File: src/rtl/mult_wb_buffer.sv
// rtl/mult_wb_buffer.sv - multiplier writeback buffer and register-file write-port arbiter
// Define MULT_WB_FWD_EN to compile in the operand-forwarding search.
`ifndef MULT_PPL_STAGE
`define MULT_PPL_STAGE 2
`endif

module mult_wb_buffer #(
   parameter int DEPTH    = 4,
   parameter int HEADROOM = `MULT_PPL_STAGE
) (
   input  logic                       clk,
   input  logic                       rst,
   input  logic                       mult_valid_i,
   input  logic [4:0]                 mult_rd_addr_i,
   input  logic [31:0]                mult_data_i,
   input  logic                       pipe_we_i,
   input  logic [4:0]                 pipe_rd_addr_i,
   input  logic [31:0]                pipe_rd_data_i,
   output logic                       rf_we_o,
   output logic [4:0]                 rf_waddr_o,
   output logic [31:0]                rf_wdata_o,
   output logic                       stall_o,
   output logic [$clog2(DEPTH+1)-1:0] level_o,
   output logic                       overflow_o,
   input  logic [4:0]                 fwd_addr_i,
   output logic                       fwd_hit_o,
   output logic [31:0]                fwd_data_o
);
   localparam int AW = $clog2(DEPTH);
   localparam int PW = AW + 1;
   localparam int LW = $clog2(DEPTH + 1);

   logic [4:0]       ent_addr [DEPTH];
   logic [31:0]      ent_data [DEPTH];
   logic [DEPTH-1:0] ent_sq;
   logic [PW-1:0]    wr_ptr, rd_ptr, count, count_next;
   logic [AW-1:0]    head_idx, tail_idx;
   logic             pipe_eff, mult_eff, empty, full;
   logic             pop, pop_write, push_req, push, bypass;

   assign pipe_eff   = pipe_we_i && (pipe_rd_addr_i != 5'd0);
   assign mult_eff   = mult_valid_i && (mult_rd_addr_i != 5'd0);
   assign count      = wr_ptr - rd_ptr;
   assign empty      = (wr_ptr == rd_ptr);
   assign full       = (count == PW'(DEPTH));
   assign head_idx   = rd_ptr[AW-1:0];
   assign tail_idx   = wr_ptr[AW-1:0];
   assign pop        = !pipe_eff && !empty;
   assign pop_write  = pop && !ent_sq[head_idx];
   assign bypass     = !pipe_eff && empty && mult_eff;
   // A mult result to the register the pipe is writing is already dead.
   assign push_req   = mult_eff && !bypass &&
                       !(pipe_eff && (mult_rd_addr_i == pipe_rd_addr_i));
   assign push       = push_req && (!full || pop);
   assign count_next = count + PW'(push) - PW'(pop);
   assign level_o    = LW'(count);

   always_comb begin
      rf_we_o    = 1'b0;
      rf_waddr_o = '0;
      rf_wdata_o = '0;
      if (!rst) begin
         if (pipe_eff) begin
            rf_we_o    = 1'b1;
            rf_waddr_o = pipe_rd_addr_i;
            rf_wdata_o = pipe_rd_data_i;
         end else if (pop_write) begin
            rf_we_o    = 1'b1;
            rf_waddr_o = ent_addr[head_idx];
            rf_wdata_o = ent_data[head_idx];
         end else if (bypass) begin
            rf_we_o    = 1'b1;
            rf_waddr_o = mult_rd_addr_i;
            rf_wdata_o = mult_data_i;
         end
      end
   end

   always_ff @(posedge clk or posedge rst) begin
      if (rst) begin
         wr_ptr     <= '0;
         rd_ptr     <= '0;
         ent_sq     <= '0;
         stall_o    <= 1'b0;
         overflow_o <= 1'b0;
         for (int i = 0; i < DEPTH; i++) begin
            ent_addr[i] <= '0;
            ent_data[i] <= '0;
         end
      end else begin
         // Stale slots may get marked too; a push always rewrites its flag.
         if (pipe_eff) begin
            for (int i = 0; i < DEPTH; i++) begin
               if (ent_addr[i] == pipe_rd_addr_i)
                  ent_sq[i] <= 1'b1;
            end
         end
         if (pop)
            rd_ptr <= rd_ptr + PW'(1);
         if (push) begin
            ent_addr[tail_idx] <= mult_rd_addr_i;
            ent_data[tail_idx] <= mult_data_i;
            ent_sq[tail_idx]   <= 1'b0;
            wr_ptr             <= wr_ptr + PW'(1);
         end
         if (push_req && full && !pop)
            overflow_o <= 1'b1;
         stall_o <= (int'(count_next) + HEADROOM >= DEPTH);
      end
   end

`ifdef MULT_WB_FWD_EN
   // Head to tail with later matches overriding, then the arriving result on top.
   always_comb begin
      fwd_hit_o  = 1'b0;
      fwd_data_o = '0;
      if ((fwd_addr_i != 5'd0) && !(pipe_eff && (fwd_addr_i == pipe_rd_addr_i))) begin
         for (int k = 0; k < DEPTH; k++) begin
            if ((PW'(k) < count) && !((k == 0) && pop_write) &&
                !ent_sq[head_idx + AW'(k)] &&
                (ent_addr[head_idx + AW'(k)] == fwd_addr_i)) begin
               fwd_hit_o  = 1'b1;
               fwd_data_o = ent_data[head_idx + AW'(k)];
            end
         end
         if (push_req && (mult_rd_addr_i == fwd_addr_i)) begin
            fwd_hit_o  = 1'b1;
            fwd_data_o = mult_data_i;
         end
      end
   end
`else
   logic unused_fwd;
   assign unused_fwd = ^fwd_addr_i;
   assign fwd_hit_o  = 1'b0;
   assign fwd_data_o = '0;
`endif

endmodule

File: config.mk
export PLATFORM = sky130hd
export DESIGN_NAME = mult_wb_buffer
export DESIGN_NICKNAME = d
export VERILOG_FILES = /design/src/rtl/mult_wb_buffer.sv
export SDC_FILE = /design/constraint.sdc
export NUM_CORES = 1
export LEC_CHECK = 0
export ABC_AREA = 1
export ABC_CLOCK_PERIOD_IN_PS = 27200
export CAP_MARGIN = 15
export CORE_MARGIN = 8
export CORE_UTILIZATION = 40
export DETAILED_ROUTE_END_ITERATION = 10
export PLACE_DENSITY = 0.74
export SYNTH_ARGS = -nofsm -noshare
export SYNTH_HDL_FRONTEND = slang
export SYNTH_SLANG_ARGS = --single-unit
File: constraint.sdc
create_clock -name clk -period 27.2 [get_ports clk]
set_clock_uncertainty 0.2 [all_clocks]
set_input_delay 5.44 -clock clk [delete_from_list [all_inputs] [get_ports clk]]
set_output_delay 5.44 -clock clk [all_outputs]
set_load 0.02 [all_outputs]
# Word-level counts from Yosys, hierarchy flattened
# Index checks and enable logic that the tools add are counted.
# classes
add_sub_neg	6
magnitude_cmp	7
eq_ne	7
muxes	34
bitwise_logic	4
reduce_logical	24
# ops
cell	count
$mux W32	7
$bwmux W128	1
$bmux W32 S2	1
$demux W32 S2	1
$mux W5	7
$eq A5 B5 Y1	5
$bwmux W20	1
$logic_and A1 B1 Y1	14
$bmux W5 S2	1
$demux W5 S2	1
$mux W1	10
$reduce_bool A5 Y1	2
$mux W4	2
$logic_not A1 Y1	7
$add A3 B1 Y3 const B	2
$ge A3 B3 Y1 const B	2
$lt A2 B3 Y1 const B	2
$not A2 Y3	2
$add A3 B2 Y4 const B	1
$and A4 B4 Y4	1
$ge A4 B3 Y1 const B	1
$not A4 Y4	1
$add A3 B1 Y3	1
$eq A3 B3 Y1	1
other kinds (8)	8
# totals
register_bits	160
output_inout_bits	76
elab_cells	95

# Longest topological paths before layout
# Gate-level depths: netlist of the first run.
# depth
depth_word	13
mapped_depth	16

# Worst setup path after synthesis of the first run
# Ideal clock, no wire load.
# synth_timing
path_kind	input port to output port
start	input port rst
end	output port rf_wdata_o[22]
arrival_time_ns	10.866
required_ns	21.560
slack_ns	10.694
stages	4
path_buffers	1
path_cell_list	inv_1 > clkbuf_1 > nand3_1 > inv_1
# synth_between
elab_chain_len	1
# synth_rtl
item	line	source
start, declared	12	input logic rst,
$mux W32	62	if (!rst) begin
end, declared	21	output logic [31:0] rf_wdata_o,
# Every way passes these cells.

# Worst setup path after layout of the first run
# layout_timing
start	input port pipe_rd_addr_i[4]
end	output port rf_wdata_o[4]
# layout_between
elab_chain_len	9
elab_cells_between_ends	11
# layout_rtl
item	line	source
start, declared	17	input logic [4:0] pipe_rd_addr_i,
$reduce_bool A5 Y1 (*)	41	assign pipe_eff = pipe_we_i && (pipe_rd_addr_i != 5'd0);
$logic_and A1 B1 Y1 (*)	41	
$logic_not A1 Y1	48, 50	
$logic_and A1 B1 Y1 (2 in a row)	50	assign bypass = !pipe_eff && empty && mult_eff;
$mux W32	71	end else if (bypass) begin
$mux W32	67	end else if (pop_write) begin
$mux W32 (*)	63	if (pipe_eff) begin
$mux W32 (*)	62	
# Every way passes the cells marked *; elsewhere a longest branch is shown, timed or not.

==> results of run 1 <==
-- how the worst min path moves through the flow --
stage	from	endpoint	slack [ns]	cells after the start
after floorplan	ent_data[0]$_DFFE_PP0P_	ent_data[0]$_DFFE_PP0P_	0.25	2
after global placement	overflow_o$_DFFE_PP0P_	overflow_o$_DFFE_PP0P_	0.26	1
after detailed placement	ent_data[119]$_DFFE_PP0P_	ent_data[119]$_DFFE_PP0P_	0.27	2
after CTS	ent_data[127]$_DFFE_PP0P_	ent_data[127]$_DFFE_PP0P_	0.28	2
after global routing	ent_data[58]$_DFFE_PP0P_	ent_data[58]$_DFFE_PP0P_	0.29	2
final	ent_data[67]$_DFFE_PP0P_	ent_data[67]$_DFFE_PP0P_	0.28	2
-- worst max-delay path, delay by kind of cell --
family | cells | cell delay (ns)
buf+inv | 3 | 1.30
simple gates | 8 | 1.95
-- area by class of cell --
cell class	count	area share
clock buffer	23	0.0427
clock inverter	9	0.0135
inverter	64	0.0215
multi-input combinational	974	0.421
sequential	160	0.351
tap	324	0.0355
timing repair buffer	134	0.114
-- metrics by stage --
step	hold slack [ns]	util	power, mW
after floorplan	0.250	-	0.900
after global placement	0.259	0.446	1.05
after detailed placement	0.266	0.446	1.07
after CTS	0.283	0.472	1.33
after global routing	0.289	0.472	1.43
final	0.280	0.472	1.34
-- layer usage --
layer  GRT usage  vias to the layer above  share of wire
met3      0.0400                       39          0.090
met4      0.0558                        2          0.012
met5           0                        -        0.00044
met1       0.258                     4445           0.42
met2       0.329                      455           0.48
li1            -                     4380              -
-- state kept, by name, indices dropped and copies added, names as in the netlist --
register	flops
ent_addr	20
ent_data	128
ent_sq	4
overflow_o	1
rd_ptr	3
stall_o	1
wr_ptr	3
-- synth_stat cells, types with 3 or more instances --
master	n
nor2_1	17
xnor2_1	17
or2_2	34
inv_1	59
buf_6	13
nand3_1	84
buf_2	22
nand3b_1	3
buf_1	11
dfrtp_1	160
clkbuf_1	49
xor2_1	5
ha_1	8
a21oi_1	77
nand2_2	5
a22oi_1	37
nand4_1	154
nand2_1	482
o21ai_0	5
nand4_2	3
buf_4	54
inv_2	3
-- power by group --
part | total, mW | internal, mW | switching, mW
clock network | 0.260 | 0.163 | 0.0968
registers | 0.423 | 0.348 | 0.0755
logic | 0.656 | 0.221 | 0.435
total | 1.34 | 0.732 | 0.608
-- cell families (layout without fill, tap and decap cells) --
group / count (synthesis) / in the layout / share of synthesized area
AND/OR/NAND/NOR: 785 / 785 / 0.366
adder cells (fa/ha/maj): 10 / 10 / 0.0143
other: 1 / 33 / 0.000383
XOR/XNOR: 22 / 22 / 0.0197
buffers and inverters: 213 / 230 / 0.115
flip-flops: 160 / 160 / 0.409
AO/OA/AOI/OAI: 124 / 124 / 0.0756
-- cells in the final DEF, fill, tap and decap left out, types with 17 or more instances in the layout --
cell type | netlist | layout
a22oi_1 | 37 | 37
conb_1 | 1 | 33
nand3_1 | 84 | 84
inv_1 | 59 | 58
clkbuf_16 | 0 | 17
or2_2 | 34 | 34
xnor2_1 | 17 | 17
nand2_1 | 482 | 482
a21oi_1 | 77 | 77
nand4_1 | 154 | 154
clkdlybuf4s50_1 | 0 | 120
dfrtp_1 | 160 | 158
==> flow_summary.ini, run 1 <==
[route]
wl_per_cell_um = 17.6
firstDrtPassIters = 6
postRouteAntennaNets = 0
drt-vias-per-instance = 5.52
routed_wl_um = 29700
vias = 9321
drc = 0
drt_iter0_drc = 999

[floorplan]
chipWidth_um = 172
die_height_um = 172
die_area_mm2 = 0.0297
ios = 159
core-area_mm2 = 0.0242
rows = 57
start_util = 0.405

[worst_hold_path]
hp-class = reg -> reg

[critical_path]
cp_common_cell = nand3_1
max_stage_delay_ns = 0.90
cp_max_fo = 38
worstReg2RegStart = rd_ptr[1]$_DFFE_PP0P_
cp_slowest_cell = nor2_4
reg2reg_depth = 14
r2r_end = stall_o$_DFF_PP0_
crit_path_start = pipe_rd_addr_i[4]
worstPathCellList = clkdlybuf4s50_1 > nor2_1 > nand3_1 > nand2_2 > nand2_2 > nor2_4 > nand2_1 > nand3_1 > nand3_1 > inv_1 > clkdlybuf4s50_1
r2r_slack_ns = 21.94
critPathRequiredTime_ns = 21.56
crit_end = rf_wdata_o[4]
start_kind = input pin
cp.arrival_ns = 8.71
path_class = in -> out
cp-end-kind = primary output

[finish]
drive_above_1_share = 0.0748
fin_cells = 1688
n_antenna_cell = 0
multi_input_area_mm2 = 0.00481
fill_cells = 2354
syn_to_final_growth_pct = 16.6
ff_latch_area_mm2 = 0.00401
fin_nets = 1444
stdcell_area_mm2 = 0.0114

[sta]
setup_viol = 0
min_period_over_period = 0.528
finalMaxSlewViolations = 0
maxSlewHeadroom = 0.183
rsz0062_at_grt = false
hold_violations = 0
max_freq_ghz = 0.0697
worst_slack_ns = 12.85
tns_ns = 0
finalCriticalPeriod_ns = 14.35
worst_pin_slew_ns = 1.23

[power_and_ir_drop]
powerDensity_mw_per_mm2 = 117
p_leak_nw = 5.64
ir_drop_mv = 0.0693

[synth]
async_reset_ff_frac = 1.00
ys_warn_count = 0
synthDistinctLibCells = 32
syn-instance-count = 1315
synth_top_area_frac = 0.409
syn_area_per_cell_um2 = 7.45
synth_edf_count = 0
synth_top_cell_by_area = dfrtp_1
synth_area_leaders = dfrtp_1, nand2_1, nand4_1
ys_ff_latch = 160
ys_seq_area_frac = 0.409
synth_top_flop_cell = dfrtp_1
synth_area_mm2 = 0.00979

[clock_tree]
cts_setup_buffers = 0
ctsLongestPathBuffers = 2
htreeDepth = 4
cts_made_buffers = 17
path_clk_slew_ns = 0.06
cts_resized = 0
root_buffer = clkbuf_16
cts_sinks = 160
tritoncts = built
cts_hold_buffers = 0
clk_latency_ns = 0.43

[global_routing]
grt.overflow.total = 0
grt_usage = 0.198
grt_pass1_vias = 8988
grt_first_pass_wirelength_um = 47200
antenna_found_initial = 1
grt_max_degree = 117

[placement]
port-buffer-count = 120
place_hpwl_um = 16500
dp.cells = 1656
gp_congestion = 0.803
postPlaceCellArea_mm2 = 0.0108
pre_cts_slack_ns = 12.85

[run_status]
status = complete, no violations

[flow_run]
maxCapViolCount = 0
No activity file was read; power rests on OpenSTA's default activity.
==> run 2: changes to the inputs <==
--- a/config.mk
+++ b/config.mk
@@ -6,7 +6,7 @@
 export NUM_CORES = 1
 export LEC_CHECK = 0
 export ABC_AREA = 1
-export ABC_CLOCK_PERIOD_IN_PS = 27200
+export ABC_CLOCK_PERIOD_IN_PS = 15000
 export CAP_MARGIN = 15
 export CORE_MARGIN = 8
 export CORE_UTILIZATION = 40
==> constraint.sdc (replaced) <==
create_clock -name clk -period 15 [get_ports clk]
set_clock_uncertainty 0.2 [all_clocks]
set_input_delay 3 -clock clk [delete_from_list [all_inputs] [get_ports clk]]
set_output_delay 3 -clock clk [all_outputs]
set_load 0.02 [all_outputs]
==> flow_summary.ini, run 2 (synthesized netlist as in run 1, its figures left out) <==
[route]
drt_iter0_drc = 1000
drt-vias-per-instance = 5.54
postRouteAntennaNets = 0
drc = 0
wl_per_cell_um = 17.6
routed_wl_um = 29800
vias = 9346
firstDrtPassIters = 7

[global_routing]
grt.overflow.total = 0
grt_first_pass_wirelength_um = 47800
grt_usage = 0.200
antenna_found_initial = 1
grt_pass1_vias = 9147
grt_max_degree = 95

[floorplan]
start_util = 0.405
rows = 57
die_height_um = 172
core-area_mm2 = 0.0242
chipWidth_um = 172
ios = 159
die_area_mm2 = 0.0297

[critical_path]
reg2reg_depth = 12
path_class = in -> out
cp-end-kind = primary output
cp_max_fo = 38
r2r_slack_ns = 10.04
cp_slowest_cell = nor2_4
cp_common_cell = nand3_1
r2r_end = ent_data[88]$_DFFE_PP0P_
cp.arrival_ns = 6.28
max_stage_delay_ns = 0.95
worstReg2RegStart = rd_ptr[1]$_DFFE_PP0P_
start_kind = input pin
worstPathCellList = clkdlybuf4s50_1 > nor2_1 > nand3_1 > nand2_2 > nand2_2 > nor2_4 > nand2_1 > nand3_1 > nand3_1 > inv_1 > clkdlybuf4s50_1
critPathRequiredTime_ns = 11.80
crit_path_start = pipe_rd_addr_i[4]

[worst_hold_path]
hold_start = ent_data[90]$_DFFE_PP0P_
hold_end = ent_data[90]$_DFFE_PP0P_
hold_path_depth = 2
hp-class = reg -> reg

[power_and_ir_drop]
powerDensity_mw_per_mm2 = 212
p_leak_nw = 5.63
ir_drop_mv = 0.137

[sta]
maxSlewHeadroom = 0.181
min_period_over_period = 0.632
tns_ns = 0
rsz0062_at_grt = false
hold_violations = 0
setup_viol = 0
finalCriticalPeriod_ns = 9.48
finalMaxSlewViolations = 0
max_freq_ghz = 0.105
worst_pin_slew_ns = 1.23

[finish]
fin_cells = 1687
drive_above_1_share = 0.0741
n_antenna_cell = 0
final_common_cell = nand2_1
syn_to_final_growth_pct = 16.3
layout_common_cells = nand2_1, dfrtp_1, nand4_1, clkdlybuf4s50_1, nand3_1
top_regs = ent_data: 128 flops, ent_addr: 20 flops, ent_sq: 4 flops
fin_nets = 1443
largest_reg_flops = 128
top_register = ent_data

[clock_tree]
clk_latency_ns = 0.43
cts_sinks = 160
path_clk_slew_ns = 0.06
cts_setup_buffers = 0
tritoncts = built
cts_hold_buffers = 0
cts_resized = 0
ctsLongestPathBuffers = 2
root_buffer = clkbuf_16
htreeDepth = 4
cts_made_buffers = 17

[placement]
gp_congestion = 0.788
place_hpwl_um = 16400
port-buffer-count = 120
dp.cells = 1655

[flow_run]
maxCapViolCount = 0

[run_status]
status = complete, no violations
## run 2: layout make-up
type	count	area, µm²
fillers	2367	12800
multi-input cells	974	4810
flip-flops and latches	160	4010
repair buffers	133	1300
clock buffers	23	488
well taps	324	405
inverters	64	245
clock inverters	9	130
## run 2: stage by stage
stage	power (mW)	instance area (µm²)	hold slack [ns]	util	setup slack [ns]
global placement	1.91	10800	0.263	0.445	5.57
detailed placement	1.94	10800	0.266	0.445	5.55
finish	2.41	11400	0.280	0.471	5.52
floorplan	1.63	9910	0.250	-	3.37
CTS	2.40	11400	0.283	0.471	5.52
global route	2.58	11400	0.292	0.471	5.37
## run 2: worst max path at each step
stage | slack, ns | end
CTS | 5.52 | rf_wdata_o[0]
global placement | 5.57 | rf_wdata_o[4]
global route | 5.37 | rf_wdata_o[30]
finish | 5.52 | rf_wdata_o[0]
floorplan | 3.37 | rf_wdata_o[22]
detailed placement | 5.55 | rf_wdata_o[15]
## run 2: layer usage
| metal | routed length [µm] | up-vias | part of all wire | GRT usage |
|---|---|---|---|---|
| li1 | - | 4369 | - | - |
| met1 | 12500 | 4458 | 0.42 | 0.269 |
| met2 | 14100 | 479 | 0.47 | 0.318 |
| met3 | 2770 | 38 | 0.093 | 0.0420 |
| met4 | 398 | 2 | 0.013 | 0.0626 |
| met5 | 13 | - | 0.00044 | 0 |
## run 2: where the power goes
group	internal [mW]	switching (mW)
logic	0.399	0.772
clock network	0.279	0.175
registers	0.630	0.155
## run 2: worst max-delay path, delay by kind of cell
family | cells | cell delay, ns
and+or+nand+nor | 8 | 1.97
buffers and inverters | 3 | 1.29
==> run 3: changes to the inputs <==
--- a/config.mk
+++ b/config.mk
@@ -6,12 +6,12 @@
 export NUM_CORES = 1
 export LEC_CHECK = 0
 export ABC_AREA = 1
-export ABC_CLOCK_PERIOD_IN_PS = 15000
+export ABC_CLOCK_PERIOD_IN_PS = 7600
 export CAP_MARGIN = 15
 export CORE_MARGIN = 8
 export CORE_UTILIZATION = 40
 export DETAILED_ROUTE_END_ITERATION = 10
-export PLACE_DENSITY = 0.74
+export PLACE_DENSITY = 0.76
 export SYNTH_ARGS = -nofsm -noshare
 export SYNTH_HDL_FRONTEND = slang
 export SYNTH_SLANG_ARGS = --single-unit
==> constraint.sdc (replaced) <==
create_clock -name clk -period 7.6 [get_ports clk]
set_clock_uncertainty 0.2 [all_clocks]
set_input_delay 1.52 -clock clk [delete_from_list [all_inputs] [get_ports clk]]
set_output_delay 1.52 -clock clk [all_outputs]
set_load 0.02 [all_outputs]
==> flow_summary.ini, run 3 (synthesized netlist as in run 1, its figures left out) <==
[clock_tree]
htreeDepth = 4
root_buffer = clkbuf_16
cts_resized = 0
cts_setup_buffers = 0
tritoncts = built
path_clk_slew_ns = 0.06
cts_sinks = 160
cts_hold_buffers = 0
ctsLongestPathBuffers = 2
clk_latency_ns = 0.43
cts_made_buffers = 17

[sta]
finalMaxSlewViolations = 0
min_period_over_period = 0.868
worst_slack_ns = 1.01
finalCriticalPeriod_ns = 6.59
hold_violations = 0
rsz0062_at_grt = false
max_freq_ghz = 0.152
tns_ns = 0
setup_viol = 0
maxSlewHeadroom = 0.285
worst_pin_slew_ns = 1.07

[placement]
place_hpwl_um = 17100
postPlaceCellArea_mm2 = 0.0108
port-buffer-count = 120
gp_congestion = 0.824
pre_cts_slack_ns = 1.05

[critical_path]
crit_family = buffers and inverters
cp.depth = 12
cp_common_cell = nand3_1
reg2reg_depth = 14
max_stage_delay_ns = 0.61
cp.arrival_ns = 4.87
start_kind = input pin
cp_max_fo = 29
cp_slowest_cell = clkdlybuf4s50_1
path_class = in -> out
critPathBufInv = 4
worstPathCellList = clkdlybuf4s50_1 > nor2_1 > nand3_1 > nand2_2 > nand2_1 > nor2_4 > buf_4 > nand2_1 > nand3_1 > nand3_1 > inv_1 > clkdlybuf4s50_1
cp-end-kind = primary output
critPathRequiredTime_ns = 5.88

[route]
drt_iter0_drc = 867
postRouteAntennaNets = 0
drc = 0
wl_per_cell_um = 17.7
routed_wl_um = 29900
drt-vias-per-instance = 5.62
firstDrtPassIters = 5
vias = 9510

[worst_hold_path]
hold_path_depth = 2
hp-class = reg -> reg

[power_and_ir_drop]
ir_drop_mv = 0.329
powerDensity_mw_per_mm2 = 417
p_leak_nw = 5.63

[floorplan]
core-area_mm2 = 0.0242
die_height_um = 172
rows = 57
ios = 159
start_util = 0.405
chipWidth_um = 172
die_area_mm2 = 0.0297

[finish]
fin_nets = 1447
stdcell_area_mm2 = 0.0114
top_register = ent_data
layout_common_cells = nand2_1, dfrtp_1, nand4_1, clkdlybuf4s50_1, nand3_1
top_regs = ent_data: 128 flops, ent_addr: 20 flops, ent_sq: 4 flops
final_common_cell = nand2_1
n_antenna_cell = 0
syn_to_final_growth_pct = 16.5
drive_above_1_share = 0.0783
largest_reg_flops = 128

[global_routing]
grt_pass1_vias = 9098
grt_usage = 0.199
grt_first_pass_wirelength_um = 47500
grt.overflow.total = 0
grt_max_degree = 117
antenna_found_initial = 1

[run_status]
status = complete, no violations

[flow_run]
maxCapViolCount = 0
[run 3: cell types whose count changed in the layout (fill, tap and decap cells not counted), sizes merged]
cell,delta
buf,+4
clkinvlp,+4
clkbuf,-3
clkinv,-2
inv,+2
bufinv,-1
[run 3: power breakdown]
group,leakage (nW),switching [mW],internal (mW)
Clock,0.281,0.358,0.510
Combinational,3.35,1.57,0.801
Sequential,2.01,0.276,1.24
Total,5.63,2.20,2.56
[run 3: area by class of cell]
class                      count  area [µm²]
fill                        2314       12800
multi-input combinational    974        4810
clock buffer                  20         467
inverter                      64         248
tap                          324         405
timing repair buffer         137        1340
clock inverter                12         134
sequential                   160        4010
[run 3: worst reg2reg max path, stage by stage, from the launching register on]
cell and delay [ns]:
dfrtp_2 1.02, clkinv_1 0.16, buf_4 0.36, ha_1 0.36, nand2_1 0.12, a21oi_4 0.06, inv_2 0.06, nand2_2 0.10
nand2_4 0.50, nand3_1 0.31, ha_1 0.34, or2_2 0.28, fa_1 0.39, nand3_1 0.10, nand3b_1 0.07
[run 3: path summary, 6_finish.rpt]
path,slack [ns],end,start
max,1.01,rf_wdata_o[29],pipe_rd_addr_i[4]
min,0.28,ent_data[38]$_DFFE_PP0P_,ent_data[38]$_DFFE_PP0P_
max reg2reg,3.05,stall_o$_DFF_PP0_,rd_ptr[1]$_DFFE_PP0P_
min reg2reg,0.28,ent_data[38]$_DFFE_PP0P_,ent_data[38]$_DFFE_PP0P_
max in group asynchronous,4.82,ent_data[70]$_DFFE_PP0P_,rst
min in group asynchronous,1.47,ent_data[88]$_DFFE_PP0P_,rst
[run 3: routing by layer]
metal	routed length [µm]	share of wire	up-vias	GRT usage
met1	12300	0.41	4554	0.264
met4	571	0.019	2	0.0656
met2	14000	0.47	512	0.315
met3	3000	0.10	59	0.0466
li1	-	-	4383	-
met5	13	0.00043	-	0
[run 3: metrics by stage]
step,util,hold slack (ns),std cells,power [mW]
2_1_floorplan,-,0.250,1347,3.22
3_3_place_gp,0.447,0.263,1659,3.79
3_5_place_dp,0.447,0.266,1659,3.85
4_1_cts,0.472,0.283,1691,4.73
5_1_grt,0.472,0.293,1691,5.09
6_report,0.472,0.281,1691,4.76
